`src/rtl/pipelined_carry_adder_if.sv`:
```
// Operand/result bundle for pipelined_carry_adder: valid/ready on both sides.
interface pipelined_carry_adder_if #(
    parameter int WIDTH = 16
);
    logic             in_valid;
    logic             in_ready;
    logic [WIDTH-1:0] a;
    logic [WIDTH-1:0] b;
    logic             cin;
    logic             sub;
    logic             out_valid;
    logic             out_ready;
    logic [WIDTH-1:0] sum;
    logic             cout;
    logic             ovf;

    modport master (
        output in_valid, a, b, cin, sub, out_ready,
        input  in_ready, out_valid, sum, cout, ovf
    );

    modport slave (
        input  in_valid, a, b, cin, sub, out_ready,
        output in_ready, out_valid, sum, cout, ovf
    );
endinterface

```
`src/rtl/pipelined_carry_adder.sv`:
```
// WIDTH-bit add/sub resolved CHUNK bits per stage; result STAGES register stages after accept.
// A stalled output (out_valid && !out_ready) freezes every stage and deasserts in_ready.
module pipelined_carry_adder #(
    parameter int WIDTH  = 16,
    parameter int STAGES = 4
) (
    input logic                    clk,
    input logic                    rst,
    pipelined_carry_adder_if.slave io
);
    localparam int CHUNK = WIDTH / STAGES;
    localparam int CW    = CHUNK + 1;
    localparam int LAST  = STAGES - 1;

    logic [STAGES-1:0] vld_q, vld_d;
    logic [STAGES-1:0] c_q, c_d;
    logic [WIDTH-1:0]  a_q [STAGES];
    logic [WIDTH-1:0]  a_d [STAGES];
    logic [WIDTH-1:0]  b_q [STAGES];
    logic [WIDTH-1:0]  b_d [STAGES];
    logic [WIDTH-1:0]  s_q [STAGES];
    logic [WIDTH-1:0]  s_d [STAGES];
    logic [CW-1:0]     part [STAGES];
    logic [WIDTH-1:0]  b_eff;
    logic              c0;
    logic              adv;

    always_comb begin
        adv   = !(vld_q[LAST] && !io.out_ready);
        b_eff = io.sub ? ~io.b : io.b;
        c0    = io.sub ? 1'b1 : io.cin;
        vld_d = vld_q;
        c_d   = c_q;
        for (int k = 0; k < STAGES; k++) begin
            a_d[k]  = a_q[k];
            b_d[k]  = b_q[k];
            s_d[k]  = s_q[k];
            part[k] = '0;
        end

        if (adv) begin
            vld_d[0] = io.in_valid;
            if (io.in_valid) begin
                part[0] = {1'b0, io.a[CHUNK-1:0]} + {1'b0, b_eff[CHUNK-1:0]} + CW'(c0);
                a_d[0]  = io.a;
                b_d[0]  = b_eff;
                s_d[0]  = '0;
                s_d[0][CHUNK-1:0] = part[0][CHUNK-1:0];
                c_d[0]  = part[0][CHUNK];
            end
            // Stage k resolves chunk k; lower chunks ride along unchanged in s_q.
            for (int k = 1; k < STAGES; k++) begin
                vld_d[k] = vld_q[k-1];
                if (vld_q[k-1]) begin
                    part[k] = {1'b0, a_q[k-1][k*CHUNK +: CHUNK]}
                            + {1'b0, b_q[k-1][k*CHUNK +: CHUNK]}
                            + CW'(c_q[k-1]);
                    a_d[k]  = a_q[k-1];
                    b_d[k]  = b_q[k-1];
                    s_d[k]  = s_q[k-1];
                    s_d[k][k*CHUNK +: CHUNK] = part[k][CHUNK-1:0];
                    c_d[k]  = part[k][CHUNK];
                end
            end
        end
    end

    always_ff @(posedge clk) begin
        if (rst) begin
            vld_q <= '0;
            c_q   <= '0;
            for (int k = 0; k < STAGES; k++) begin
                a_q[k] <= '0;
                b_q[k] <= '0;
                s_q[k] <= '0;
            end
        end else begin
            vld_q <= vld_d;
            c_q   <= c_d;
            for (int k = 0; k < STAGES; k++) begin
                a_q[k] <= a_d[k];
                b_q[k] <= b_d[k];
                s_q[k] <= s_d[k];
            end
        end
    end

    assign io.in_ready  = adv;
    assign io.out_valid = vld_q[LAST];
    assign io.sum       = s_q[LAST];
    assign io.cout      = c_q[LAST];
    // Overflow uses b after inversion, so one rule covers add and subtract.
    assign io.ovf       = (a_q[LAST][WIDTH-1] == b_q[LAST][WIDTH-1])
                       && (s_q[LAST][WIDTH-1] != a_q[LAST][WIDTH-1]);
endmodule
```
`src/flat_wrapper.sv`:
```
// flat-port wrapper written by rule: the top's interface ports become plain ports
module pipelined_carry_adder_flat 
#(
    parameter int WIDTH  = 16,
    parameter int STAGES = 4
)
  (clk, rst, io_in_valid, io_a, io_b, io_cin, io_sub, io_out_ready, io_in_ready, io_out_valid, io_sum, io_cout, io_ovf);
  pipelined_carry_adder_if #(.WIDTH(WIDTH)) io_i ();
  input logic clk;
  input logic rst;
  input wire logic [$bits(io_i.in_valid)-1:0] io_in_valid;
  input wire logic [$bits(io_i.a)-1:0] io_a;
  input wire logic [$bits(io_i.b)-1:0] io_b;
  input wire logic [$bits(io_i.cin)-1:0] io_cin;
  input wire logic [$bits(io_i.sub)-1:0] io_sub;
  input wire logic [$bits(io_i.out_ready)-1:0] io_out_ready;
  output wire logic [$bits(io_i.in_ready)-1:0] io_in_ready;
  output wire logic [$bits(io_i.out_valid)-1:0] io_out_valid;
  output wire logic [$bits(io_i.sum)-1:0] io_sum;
  output wire logic [$bits(io_i.cout)-1:0] io_cout;
  output wire logic [$bits(io_i.ovf)-1:0] io_ovf;
  assign io_i.in_valid = io_in_valid;
  assign io_i.a = io_a;
  assign io_i.b = io_b;
  assign io_i.cin = io_cin;
  assign io_i.sub = io_sub;
  assign io_i.out_ready = io_out_ready;
  assign io_in_ready = io_i.in_ready;
  assign io_out_valid = io_i.out_valid;
  assign io_sum = io_i.sum;
  assign io_cout = io_i.cout;
  assign io_ovf = io_i.ovf;
  pipelined_carry_adder #(.WIDTH(WIDTH), .STAGES(STAGES)) u_core (.clk(clk), .rst(rst), .io(io_i));
endmodule
```
`config.mk`:
```
export PLATFORM = sky130hd
export DESIGN_NAME = pipelined_carry_adder_flat
export DESIGN_NICKNAME = d
export VERILOG_FILES = /design/src/rtl/pipelined_carry_adder_if.sv /design/src/rtl/pipelined_carry_adder.sv /design/src/flat_wrapper.sv
export SDC_FILE = /design/constraint.sdc
export NUM_CORES = 1
export LEC_CHECK = 0
export CAP_MARGIN = 20
export CORE_MARGIN = 8
export CORE_UTILIZATION = 45
export DETAILED_ROUTE_END_ITERATION = 8
export PLACE_DENSITY = 0.7
export SLEW_MARGIN = 20
export SYNTH_ARGS = -nofsm -noshare
export SYNTH_HDL_FRONTEND = slang
export SYNTH_SLANG_ARGS = --single-unit
```
`constraint.sdc`:
```
create_clock -name clk -period 2.51 [get_ports clk]
set_clock_uncertainty 0.05 [all_clocks]
set_input_delay 0.251 -clock clk [delete_from_list [all_inputs] [get_ports clk]]
set_output_delay 0.251 -clock clk [all_outputs]
set_load 0.1 [all_outputs]
```
=== Yosys cells after proc, flatten, opt, wreduce, memory -nomap -nowiden ===
Memory sizes are Yosys's and may differ from the RTL's.
Index checks and enable logic that the tools add are counted.

* RAM bits: 192
* Memories: 3
* Bits of input ports: 38
* Register bits after elaboration: 8

* Reduce and logical (&&, ||, !) cells: 8
* Multiplexer cells: 32
* Eq/ne operators: 2
* $add $sub $neg: 8
* Bitwise logic cells: 14

{| class="wikitable"
|+ Memory list
! name !! words !! bits a word !! read ports !! clocked after memory_dff !! write ports !! RTL line !! text
|-
| u_core.a_q || 4 || 16 || 4 || 0 || 4 || pipelined_carry_adder.sv:17 || <nowiki>logic [WIDTH-1:0] a_q [STAGES];</nowiki>
|-
| u_core.b_q || 4 || 16 || 4 || 0 || 4 || pipelined_carry_adder.sv:19 || <nowiki>logic [WIDTH-1:0] b_q [STAGES];</nowiki>
|-
| u_core.s_q || 4 || 16 || 4 || 0 || 4 || pipelined_carry_adder.sv:21 || <nowiki>logic [WIDTH-1:0] s_q [STAGES];</nowiki>
|}

{| class="wikitable"
|+ Operators with widths
! cell !! count
|-
| 16-bit two-way mux || 25
|-
| 64-bit two-way mux || 3
|-
| 4-bit by 4-bit adder with 5-bit output || 4
|-
| 5-bit by 1-bit adder with 5-bit output || 4
|-
| 16-bit NOT || 1
|-
| 1-bit OR || 12
|-
| 2-bit AND reduction || 4
|-
| 1-bit two-way mux || 4
|-
| 1-bit logical AND || 2
|-
| 1-bit zero test || 2
|-
| 1-bit == test || 1
|-
| 1-bit != test || 1
|-
| 1-bit NOT || 1
|}

=== Longest topological paths before layout ===
Gate-level depths: netlist of run 1.

* Depth in word-level cells: 7
* Gate-level depth with buffers: 8
* Gate-level depth less buffers: 6

=== Least setup slack after synthesis of run 1 ===
No wires, ideal clock.

* Path kind: register -> output
* Start: memory u_core.s_q[3][15]
* End: output port io_ovf
* Stages on the path, launching flop included: 3
* Path buffers: 0
* Arrival time: 3.187 ns
* Path slack: -0.978 ns
* Cells stage by stage: dfxtp_1 > nand2b_1 > o21ai_0

{| class="wikitable"
|+ RTL lines
! what !! RTL line !! text
|-
| start: declaration || pipelined_carry_adder.sv:21 ||
|-
| end: declaration || flat_wrapper.sv:21 || <nowiki>output wire logic [$bits(io_i.ovf)-1:0] io_ovf;</nowiki>
|}

=== Worst setup path after layout of run 1 ===
* Start: input port io_sub
* End: register u_core.c_q[0]

* Word-level cells in the longest chain between the ends: 3
* Elaborated cells between the ends (all ways): 4

{| class="wikitable"
|+ RTL lines
! what !! RTL line !! text
|-
| start: declaration || flat_wrapper.sv:15 || <nowiki>input wire logic [$bits(io_i.sub)-1:0] io_sub;</nowiki>
|-
| 16-bit two-way mux || pipelined_carry_adder.sv:30 || <nowiki>b_eff = io.sub ? ~io.b : io.b;</nowiki>
|-
| 4-bit by 4-bit adder with 5-bit output || pipelined_carry_adder.sv:44 || <nowiki>part[0] = {1'b0, io.a[CHUNK-1:0]} + {1'b0, b_eff[CHUNK-1:0]} + CW'(c0);</nowiki>
|-
| 5-bit by 1-bit adder with 5-bit output (*) || pipelined_carry_adder.sv:44 ||
|-
| end signal: assignment || pipelined_carry_adder.sv:71 || <nowiki>c_q <= '0;</nowiki>
|-
| end signal: assignment || pipelined_carry_adder.sv:79 || <nowiki>c_q <= c_d;</nowiki>
|-
| end: declaration || pipelined_carry_adder.sv:16 || <nowiki>logic [STAGES-1:0] c_q, c_d;</nowiki>
|}

Mark *: on every way between the ends. The rest lies on a longest branch, timed or not.
A chain may end at the register's enable or synchronous reset.

==> metrics.cfg, run 1 <==
[worst_setup_path]
cp_max_fo=4
required_ns=2.67
startpoint_type=primary input
cp.arrival_ns=2.53
cp-end-kind=flip-flop
critical_path_class=in2reg

[sta]
fin_crit_sh_pct=94.4
setup-violations-final=0
finalHoldViolations=0
layout_min_cycle_time_ns=2.37
rsz0062_at_grt=false
fmax_mhz=422
tightest_slew_ns=0.816
relSlewSlack_pct=45.6
drv_slew=0

[drt]
drtAntennaViolNets=0
drt_pre_antenna_iters=4
drt-total-wl_mm=10.2
avgViaCountPerCell=5.41
drc=0
first_iter_violations=175
wl_per_cell_um=14.8
num_vias=3734

[grt]
grt_start_max_net_pins=48
overflow=0
antenna_found_initial=0
grt_pass1_wl_mm=17.8
track_usage_pct=16.2
grt_pass1_vias=3826

[clocking]
cts_buffers=9
cts_max_level=3
cts_tree=done
ctsResizeCount=0
cts.sinks=98
clk_latency_ns=0.36
cts_buffer_depth=2
clk_pin_slew_ns=0.10
clockRootBuffer=clkbuf_8
postCtsSetupBuffers=0
cts_hold_buf=0

[layout]
fillers=944
fin_cells=690
syn_to_final_growth_pct=18.7
fin_nets=610
drive_gt1_share_pct=11.7
antenna_cells=0

[synth]
syn-cell-area_um2=4450
ys_ff_latch=98
synthesis.nets=570
synth_cell_type_count=39
synth_seq_area_share_pct=44.1
synth_edf_count=0
synth-main-ff-cell=dfxtp_1
synth_cells=512
async_flop_share_pct=0
yosysWarningCount=0
avgSynthCellArea_um2=8.69

[pwr]
swShare_pct=25.1
power_density_nw_per_um2=593
combPwrFrac_pct=11.9
power.switching_uw=787
internal-power_uw=2350
pwr-share-seq_pct=52.4
pwr-share-clk_pct=35.6
leakage_uw=0.00184
vdd_drop_max_v=0.000241
power_uw=3140

[floorplanning]
ios=58
die-height_um=115
die_w_um=115
die_area_um2=13300
core-area_um2=9680
rows=36
start_util_pct=46.0

[place]
hpwl_mm=7.26
dp_cells=674
place_congestion=0.804
port_buffers=57

[outcome]
status=complete, no violations

[job]
drv_cap=0

[hold_path]
min_path_type=in2reg

metrics by stage:
| step | instance area (um^2) | TNS [ns] | hold slack [ns] | utilization (%) | worst slack, ns |
|---|---|---|---|---|---|
| floorplan | 4460 | 0 | 0.349 | - | 0.0537 |
| global placement | 5060 | -0.212 | 0.399 | 52.3 | -0.212 |
| detailed placement | 5060 | -0.325 | 0.403 | 52.3 | -0.325 |
| CTS | 5280 | 0 | 0.387 | 54.5 | 0.0518 |
| global route | 5290 | 0 | 0.396 | 54.6 | 0.0448 |
| finish | 5290 | 0 | 0.395 | 54.6 | 0.140 |
layout make-up:
| class | count | area (um^2) | area share [%] |
|---|---|---|---|
| Timing Repair Buffer | 78 | 698 | 13.2 |
| Tap cell | 133 | 166 | 3.15 |
| Inverter | 18 | 67.6 | 1.28 |
| Clock inverter | 6 | 90.1 | 1.70 |
| Sequential cell | 98 | 1960 | 37.1 |
| Multi-Input combinational cell | 347 | 2170 | 41.1 |
| Clock buffer | 10 | 128 | 2.41 |
cell usage after synthesis (all sizes together) (2+ instances only):
cell	instances	area, um^2
a2111o	3	33.8
a2111oi	2	23.8
a211oi	20	150
a21oi	94	470
buf	35	201
clkbuf	14	56.3
dfxtp	98	1960
fa	8	160
ha	12	150
inv	18	67.6
nand2	9	33.8
nand2b	4	25.0
nand3	70	350
nand3b	3	22.5
nand4b	3	26.3
nor2	3	11.3
nor2b	5	38.8
nor3	5	25.0
o21ai	72	360
o221ai	3	26.3
or2	5	31.3
xnor2	14	123
xor2	6	52.6
power groups by stage:
stage / sequential [uW] / combinational [uW] / clock, uW
6_report: 1640 / 374 / 1120
5_1_grt: 1650 / 418 / 1190
4_1_cts: 1640 / 373 / 1130
3_5_place_dp: 1680 / 371 / 0
3_3_place_gp: 1680 / 363 / 0
2_1_floorplan: 1690 / 228 / 0
routing by layer:
| metal | GRT usage (%) | vias up | part of all wire [%] |
|---|---|---|---|
| li1 | - | 1903 | - |
| met1 | 20.6 | 1718 | 48 |
| met2 | 25.7 | 94 | 44 |
| met3 | 3.80 | 19 | 5.8 |
| met4 | 7.44 | 0 | 2.2 |
| met5 | 0 | - | 0 |
worst max-delay path: stages:
cell and delay (ns):
clkdlybuf4s50_1 0.46, or2_2 0.32, fa_1 0.42, fa_1 0.42
a21o_1 0.21, a2111oi_2 0.36, a211oi_1 0.09
state kept, by name, summed over array words and instances (netlist names):
| register | count |
|---|---|
| u_core.s_q | 40 |
| u_core.a_q | 25 |
| u_core.b_q | 25 |
| u_core.c_q | 4 |
| u_core.vld_q | 4 |
logic make-up after synthesis:
logic type / share of synthesized area (%)
buffers and inverters: 7.31
and+or+nand+nor: 13.0
xor gates and xnor gates: 3.93
AOI/OAI and AO/OA: 24.7
adders and majority gates: 6.97
DFF: 44.1
cells in the final DEF, fill, tap and decap left out, types with 4 or more instances in the layout:
cell type / synthesis / layout
a211oi_1: 20 / 20
xnor2_1: 14 / 14
ha_1: 12 / 12
nand3_1: 70 / 70
buf_4: 4 / 39
o21ai_0: 71 / 70
nand2b_1: 4 / 4
clkbuf_8: 0 / 9
clkdlybuf4s50_1: 0 / 36
a21oi_1: 94 / 94
nand2_1: 9 / 9
dfxtp_1: 98 / 98
inv_1: 15 / 15
nor2b_1: 4 / 4
xor2_1: 6 / 6
nor3_1: 5 / 5
fa_1: 8 / 8
final timing paths:
path | from | end | slack, ns | cells past startpoint
min reg2reg | u_core.a_q[1][15]$_SDFFE_PP0P_ | u_core.a_q[2][15]$_SDFFE_PP0P_ | 0.41 | 2
max | io_sub | u_core.c_q[0]$_SDFFE_PP0P_ | 0.14 | 7
max reg2reg | u_core.a_q[0][4]$_SDFFE_PP0P_ | u_core.s_q[1][6]$_SDFFE_PP0P_ | 0.65 | 6
min | io_a[13] | u_core.a_q[0][13]$_SDFFE_PP0P_ | 0.40 | 3
Power figures use the tool's default switching activity.
==> inputs of run 2 (changes only) <==
- CELL_PAD_IN_SITES_DETAIL_PLACEMENT: default -> 1
- CELL_PAD_IN_SITES_GLOBAL_PLACEMENT: default -> 1
- CORE_UTILIZATION: 45 -> 37
- PLACE_DENSITY: 0.7 -> default
- PLACE_DENSITY_LB_ADDON: default -> 0.1
==> run 2 against run 1 <==
Critical path depth did not move. Cell area is 1.4% higher. Global-route usage down 0.78 points. Register-to-register slack worse by 0.02 ns. Power rose by 9.0%. Sequential cell count did not move. Worst hold slack improved by 0.016 ns. Highest routed layer unchanged.
==> metrics.cfg, run 2 (same netlist as run 1, synthesis figures left out) <==
[worst_setup_path]
r2r-end=u_core.s_q[1][6]$_SDFFE_PP0P_
critPathMostFrequentCell=fa_1
crit_start=io_sub
cp.arrival_ns=2.52  ; about the same
crit_path_end=u_core.c_q[0]$_SDFFE_PP0P_
critical_path_class=in2reg
cp-end-kind=flip-flop
rrSetupSlack_ns=0.63  ; -0.02 ns
cpPeakStageDelay_ns=0.47  ; about the same
path_cells=clkdlybuf4s50_1 > or2_2 > fa_1 > fa_1 > a21o_1 > a2111oi_2 > a211oi_1
r2r_start=u_core.a_q[0][4]$_SDFFE_PP0P_
cpMaxStageDelayCell=clkdlybuf4s50_1
ff2ff_path_depth=6  ; unchanged
required_ns=2.64  ; -0.03 ns
cp_max_fo=4  ; unchanged
startpoint_type=primary input

[grt]
grt_start_max_net_pins=61  ; +27%
overflow=0  ; unchanged
grt_pass1_wl_mm=20.2  ; +13%
track_usage_pct=15.5  ; -0.78 points
grt_pass1_vias=3866  ; +1.0%
antenna_found_initial=0  ; unchanged

[drt]
drtAntennaViolNets=0  ; unchanged
drt_pre_antenna_iters=4  ; unchanged
avgViaCountPerCell=5.42  ; about the same
drt-total-wl_mm=11.9  ; +17%
wl_per_cell_um=17.1  ; +16%
first_iter_violations=131  ; -25%
num_vias=3786  ; +1.4%
drc=0  ; unchanged

[layout]
top_register=u_core.s_q
fillers=1397  ; +48%
syn_to_final_growth_pct=20.4
final_common_cell=dfxtp_1
fin_nets=605  ; -0.82%
largest_reg_flops=40  ; unchanged
fin_cells=699  ; +1.3%
antenna_cells=0  ; unchanged
top_regs=u_core.s_q: 40 flops, u_core.a_q: 25 flops, u_core.b_q: 25 flops
drive_gt1_share_pct=10.5  ; -1.2 points
layout_common_cells=dfxtp_1 (98), a21oi_1 (94), nand3_1 (70), o21ai_0 (70), clkdlybuf4s50_1 (36)
fin_util_pct=45.2  ; -9.4 points

[floorplanning]
die-height_um=126  ; +8.9%
ios=58  ; unchanged
rows=40  ; +11%
die_w_um=126  ; +8.9%
core-area_um2=11900  ; +22%
die_area_um2=15800  ; +19%
start_util_pct=37.5  ; -8.4 points

[place]
dp_cells=683  ; +1.3%
port_buffers=57  ; unchanged
hpwl_mm=8.27  ; +14%
place_congestion=0.764  ; -5.0%

[pwr]
leakage_uw=0.00186  ; +1.1%
power_density_nw_per_um2=638  ; +7.5%
vdd_drop_max_v=0.000239  ; -0.96%

[sta]
relSlewSlack_pct=31.7  ; -14 points
rsz0062_at_grt=false
hold_ws_ns=0.411  ; +0.0157 ns
fin_crit_sh_pct=95.0  ; +0.60 points
tightest_slew_ns=1.02  ; +0.205 ns
finalHoldViolations=0  ; unchanged
drv_slew=0  ; unchanged
setup-violations-final=0  ; unchanged
layout_min_cycle_time_ns=2.38  ; +0.0149 ns
fmax_mhz=419  ; -0.63%

[clocking]
cts_buffer_depth=2  ; unchanged
cts.sinks=98  ; unchanged
clk_pin_slew_ns=0.06  ; -0.04 ns
clk_latency_ns=0.34  ; -0.02 ns
cts_buffers=9  ; unchanged
clockRootBuffer=clkbuf_16
cts_tree=done
cts_max_level=3  ; unchanged
cts_hold_buf=0  ; unchanged

[outcome]
status=complete, no violations

[hold_path]
min_path_type=reg2reg

[job]
drv_cap=0  ; unchanged

## run 2: cell types whose count changed in the layout (fill, tap and decap cells not counted), sizes merged
cell      delta
inv          -1
buf          -5
bufinv       -1
clkinvlp     -1
clkinv       -1
clkbuf       +4
## run 2: worst min-delay path by stage
stage                                         from                             end  cells after the start  slack [ns]
floorplan                                 io_a[10]  u_core.a_q[0][10]$_SDFFE_PP0P_                      2        0.35
global placement    u_core.a_q[0][15]$_SDFFE_PP0P_  u_core.a_q[1][15]$_SDFFE_PP0P_                      2        0.40
detailed placement  u_core.a_q[0][10]$_SDFFE_PP0P_  u_core.a_q[1][10]$_SDFFE_PP0P_                      2        0.41
CTS                                        io_a[4]   u_core.a_q[0][4]$_SDFFE_PP0P_                      3        0.42
global route        u_core.a_q[0][10]$_SDFFE_PP0P_  u_core.a_q[1][10]$_SDFFE_PP0P_                      2        0.43
finish              u_core.b_q[1][15]$_SDFFE_PP0P_  u_core.b_q[2][15]$_SDFFE_PP0P_                      2        0.41
## run 2: final cells by class
cell class | count | area (um^2) | share of cell area, %
Timing Repair Buffer | 73 | 673 | 12.6
Tap cell | 147 | 184 | 3.43
Clock buffer | 14 | 264 | 4.93
Sequential cell | 98 | 1960 | 36.6
Inverter | 18 | 67.6 | 1.26
Multi-Input combinational cell | 347 | 2170 | 40.6
Clock inverter | 2 | 35.0 | 0.654
## run 2: worst max-delay path: cells and delay by family
kind                     cells  cell delay (ns)
buffers and inverters        1             0.47
AND/OR/NAND/NOR              1             0.33
AO/OA/AOI/OAI                3             0.63
adder cells (fa/ha/maj)      2             0.83
## run 2: routing by layer
| layer | track usage (%) | routed length [um] |
|---|---|---|
| met1 | 20.0 | 5780 |
| met2 | 24.9 | 5510 |
| met3 | 3.00 | 458 |
| met4 | 6.02 | 171 |
| met5 | 0 | 0 |
## run 2: power by group
part           switching [uW]  internal (uW)
sequential               32.0           1620
combinational             215            168
clock                     562            827
## run 2: metrics by stage
stage | TNS, ns | instance area, um^2 | total power, uW | setup WS [ns]
after floorplan | 0 | 4460 | 1920 | 0.0537
after global placement | -0.224 | 5050 | 2050 | -0.224
after detailed placement | -0.309 | 5050 | 2070 | -0.293
after CTS | 0 | 5350 | 3460 | 0.0592
after global routing | 0 | 5360 | 3560 | 0.0319
final | 0 | 5360 | 3420 | 0.125
## run 2: timing repair
item                       4_1_cts  5_1_grt
gates resized for setup          0        2
setup endpoints to repair        0        1
buffers inserted                 0        0
==> inputs of run 3 (changes only) <==
- CORE_UTILIZATION: 37 -> 45
- clock period: 2.51 -> 2.8 ns (I/O delays scaled with it)
==> run 3 against run 2 <==
Non-clock buffer count stayed put. Sequential power is 10% lower. Clock power is 26% lower. Sequential cell count stayed put. Critical path type unchanged. Largest cell class unchanged.
==> metrics.cfg, run 3 (same netlist as run 1, synthesis figures left out) <==
[layout]
top_register=u_core.s_q
drive_gt1_share_pct=10.5  ; unchanged
antenna_cells=0  ; unchanged
layout_common_cells=dfxtp_1 (98), a21oi_1 (94), nand3_1 (70), o21ai_0 (70), clkdlybuf4s50_1 (36)
largest_reg_flops=40  ; unchanged
final_common_cell=dfxtp_1
top_regs=u_core.s_q: 40 flops, u_core.a_q: 25 flops, u_core.b_q: 25 flops
fin_nets=605  ; unchanged
syn_to_final_growth_pct=17.6

[grt]
overflow=0  ; unchanged
track_usage_pct=18.5  ; +3.1 points
grt_pass1_wl_mm=20.0  ; -1.0%
grt_start_max_net_pins=48  ; -21%
grt_pass1_vias=3995  ; +3.3%
antenna_found_initial=0  ; unchanged

[clocking]
cts_max_level=3  ; unchanged
clk_latency_ns=0.36  ; +0.02 ns
cts_hold_buf=0  ; unchanged
cts.sinks=98  ; unchanged
cts_buffer_depth=2  ; unchanged
cts_tree=done
clockRootBuffer=clkbuf_8
ctsResizeCount=0  ; unchanged
postCtsSetupBuffers=0  ; unchanged
cts_buffers=9  ; unchanged
clk_pin_slew_ns=0.10  ; +0.04 ns

[drt]
met3_length_um=438  ; -4.4%
drc=0  ; unchanged
num_vias=3785  ; -0.026%
drt-total-wl_mm=11.7  ; -2.2%
top_layer=met4
drt-met1-wl_mm=5.36  ; -7.3%
drt_pre_antenna_iters=4  ; unchanged
drtAntennaViolNets=0  ; unchanged
wl_per_cell_um=17.0  ; -0.23%
first_iter_violations=217  ; +66%
avgViaCountPerCell=5.53  ; +2.0%
dr_wl_met2_mm=5.73  ; +4.1%

[pwr]
internal-power_uw=2130  ; -19%
swShare_pct=25.3  ; +1.6 points
combPwrFrac_pct=11.7  ; +0.5 points
pwr-share-clk_pct=36.4  ; -4.2 points
vdd_drop_max_v=0.000231  ; -3.5%
leakage_uw=0.00181  ; -2.4%
power.switching_uw=718  ; -11%
power_density_nw_per_um2=543  ; -15%
power_uw=2840  ; -17%
pwr-share-seq_pct=51.9  ; +3.7 points

[worst_setup_path]
startpoint_type=primary input
cp_max_fo=3  ; -1
required_ns=2.95  ; +0.31 ns
cpMaxStageDelayCell=clkdlybuf4s50_1
critPathBufInv=1  ; unchanged
critPathMostFrequentCell=fa_1
path_cells=clkdlybuf4s50_1 > or2_2 > fa_1 > fa_1 > a21o_1 > a2111oi_0 > a211oi_1
cp.arrival_ns=2.65  ; +0.13 ns
cp-end-kind=flip-flop
critical_path_class=in2reg
crit_family=adder cells
cpPeakStageDelay_ns=0.46  ; about the same

[sta]
fin_crit_sh_pct=89.3
setup-violations-final=0  ; unchanged
relSlewSlack_pct=42.7  ; +11 points
layout_min_cycle_time_ns=2.50
fmax_mhz=400
setup_ws_ns=0.299  ; +0.174 ns
tightest_slew_ns=0.856  ; -0.165 ns
setup-tns-final_ns=0  ; unchanged
drv_slew=0  ; unchanged
rsz0062_at_grt=false
finalHoldViolations=0  ; unchanged

[floorplanning]
start_util_pct=46.0  ; +8.4 points
die-height_um=115  ; -8.1%
core-area_um2=9680  ; -18%
die_w_um=115  ; -8.1%
die_area_um2=13300  ; -16%
rows=36  ; -10%
ios=58  ; unchanged

[place]
port_buffers=57  ; unchanged
hpwl_mm=8.25  ; -0.25%
place_congestion=0.781  ; +2.2%
place_ws_ns=-0.0633  ; +0.229 ns

[hold_path]
min_path_type=reg2reg

[job]
drv_cap=0  ; unchanged

[outcome]
status=complete, no violations

run 3: worst paths after layout:
kind / from / end / slack [ns] / depth (start not counted)
worst max-delay path: io_sub / u_core.c_q[0]$_SDFFE_PP0P_ / 0.30 / 7
worst min-delay path: u_core.b_q[1][15]$_SDFFE_PP0P_ / u_core.b_q[2][15]$_SDFFE_PP0P_ / 0.41 / 2
worst max register to register: u_core.a_q[0][4]$_SDFFE_PP0P_ / u_core.s_q[1][6]$_SDFFE_PP0P_ / 0.92 / 6
worst min register to register: u_core.b_q[1][15]$_SDFFE_PP0P_ / u_core.b_q[2][15]$_SDFFE_PP0P_ / 0.41 / 2
run 3: power by group through the flow:
stage,Combinational (uW),Sequential [uW],Clock (uW)
CTS,336,1480,1060
global placement,325,1510,0
finish,333,1480,1030
detailed placement,335,1510,0
floorplan,205,1510,0
global route,369,1480,1130
run 3: area by class of cell:
class	count	area, um^2
inverters	18	67.6
clock buffers	11	141
fillers	1176	4450
flip-flops and latches	98	1960
repair buffers	73	648
multi-input cells	347	2160
clock inverters	5	86.3
well taps	133	166
run 3: layer usage:
metal / vias up / track usage [%]
met2: 53 / 31.3
met4: 0 / 5.60
met5: - / 0
met3: 8 / 4.27
li1: 1896 / -
met1: 1828 / 23.0
run 3: per-stage QoR:
stage,cells,instance area (um^2),hold WS [ns],util [%]
2_1_floorplan,512,4450,0.378,-
3_3_place_gp,669,5010,0.396,51.7
3_5_place_dp,669,5010,0.406,51.7
4_1_cts,685,5240,0.402,54.1
5_1_grt,685,5240,0.395,54.1
6_report,685,5240,0.414,54.1
run 3: worst reg2reg max path: stages, from the launching register on:
cell and delay [ns]:
dfxtp_1 0.34, inv_1 0.07, fa_1 0.47, fa_1 0.43
xnor2_1 0.20, nand3_1 0.11, a21oi_1 0.16
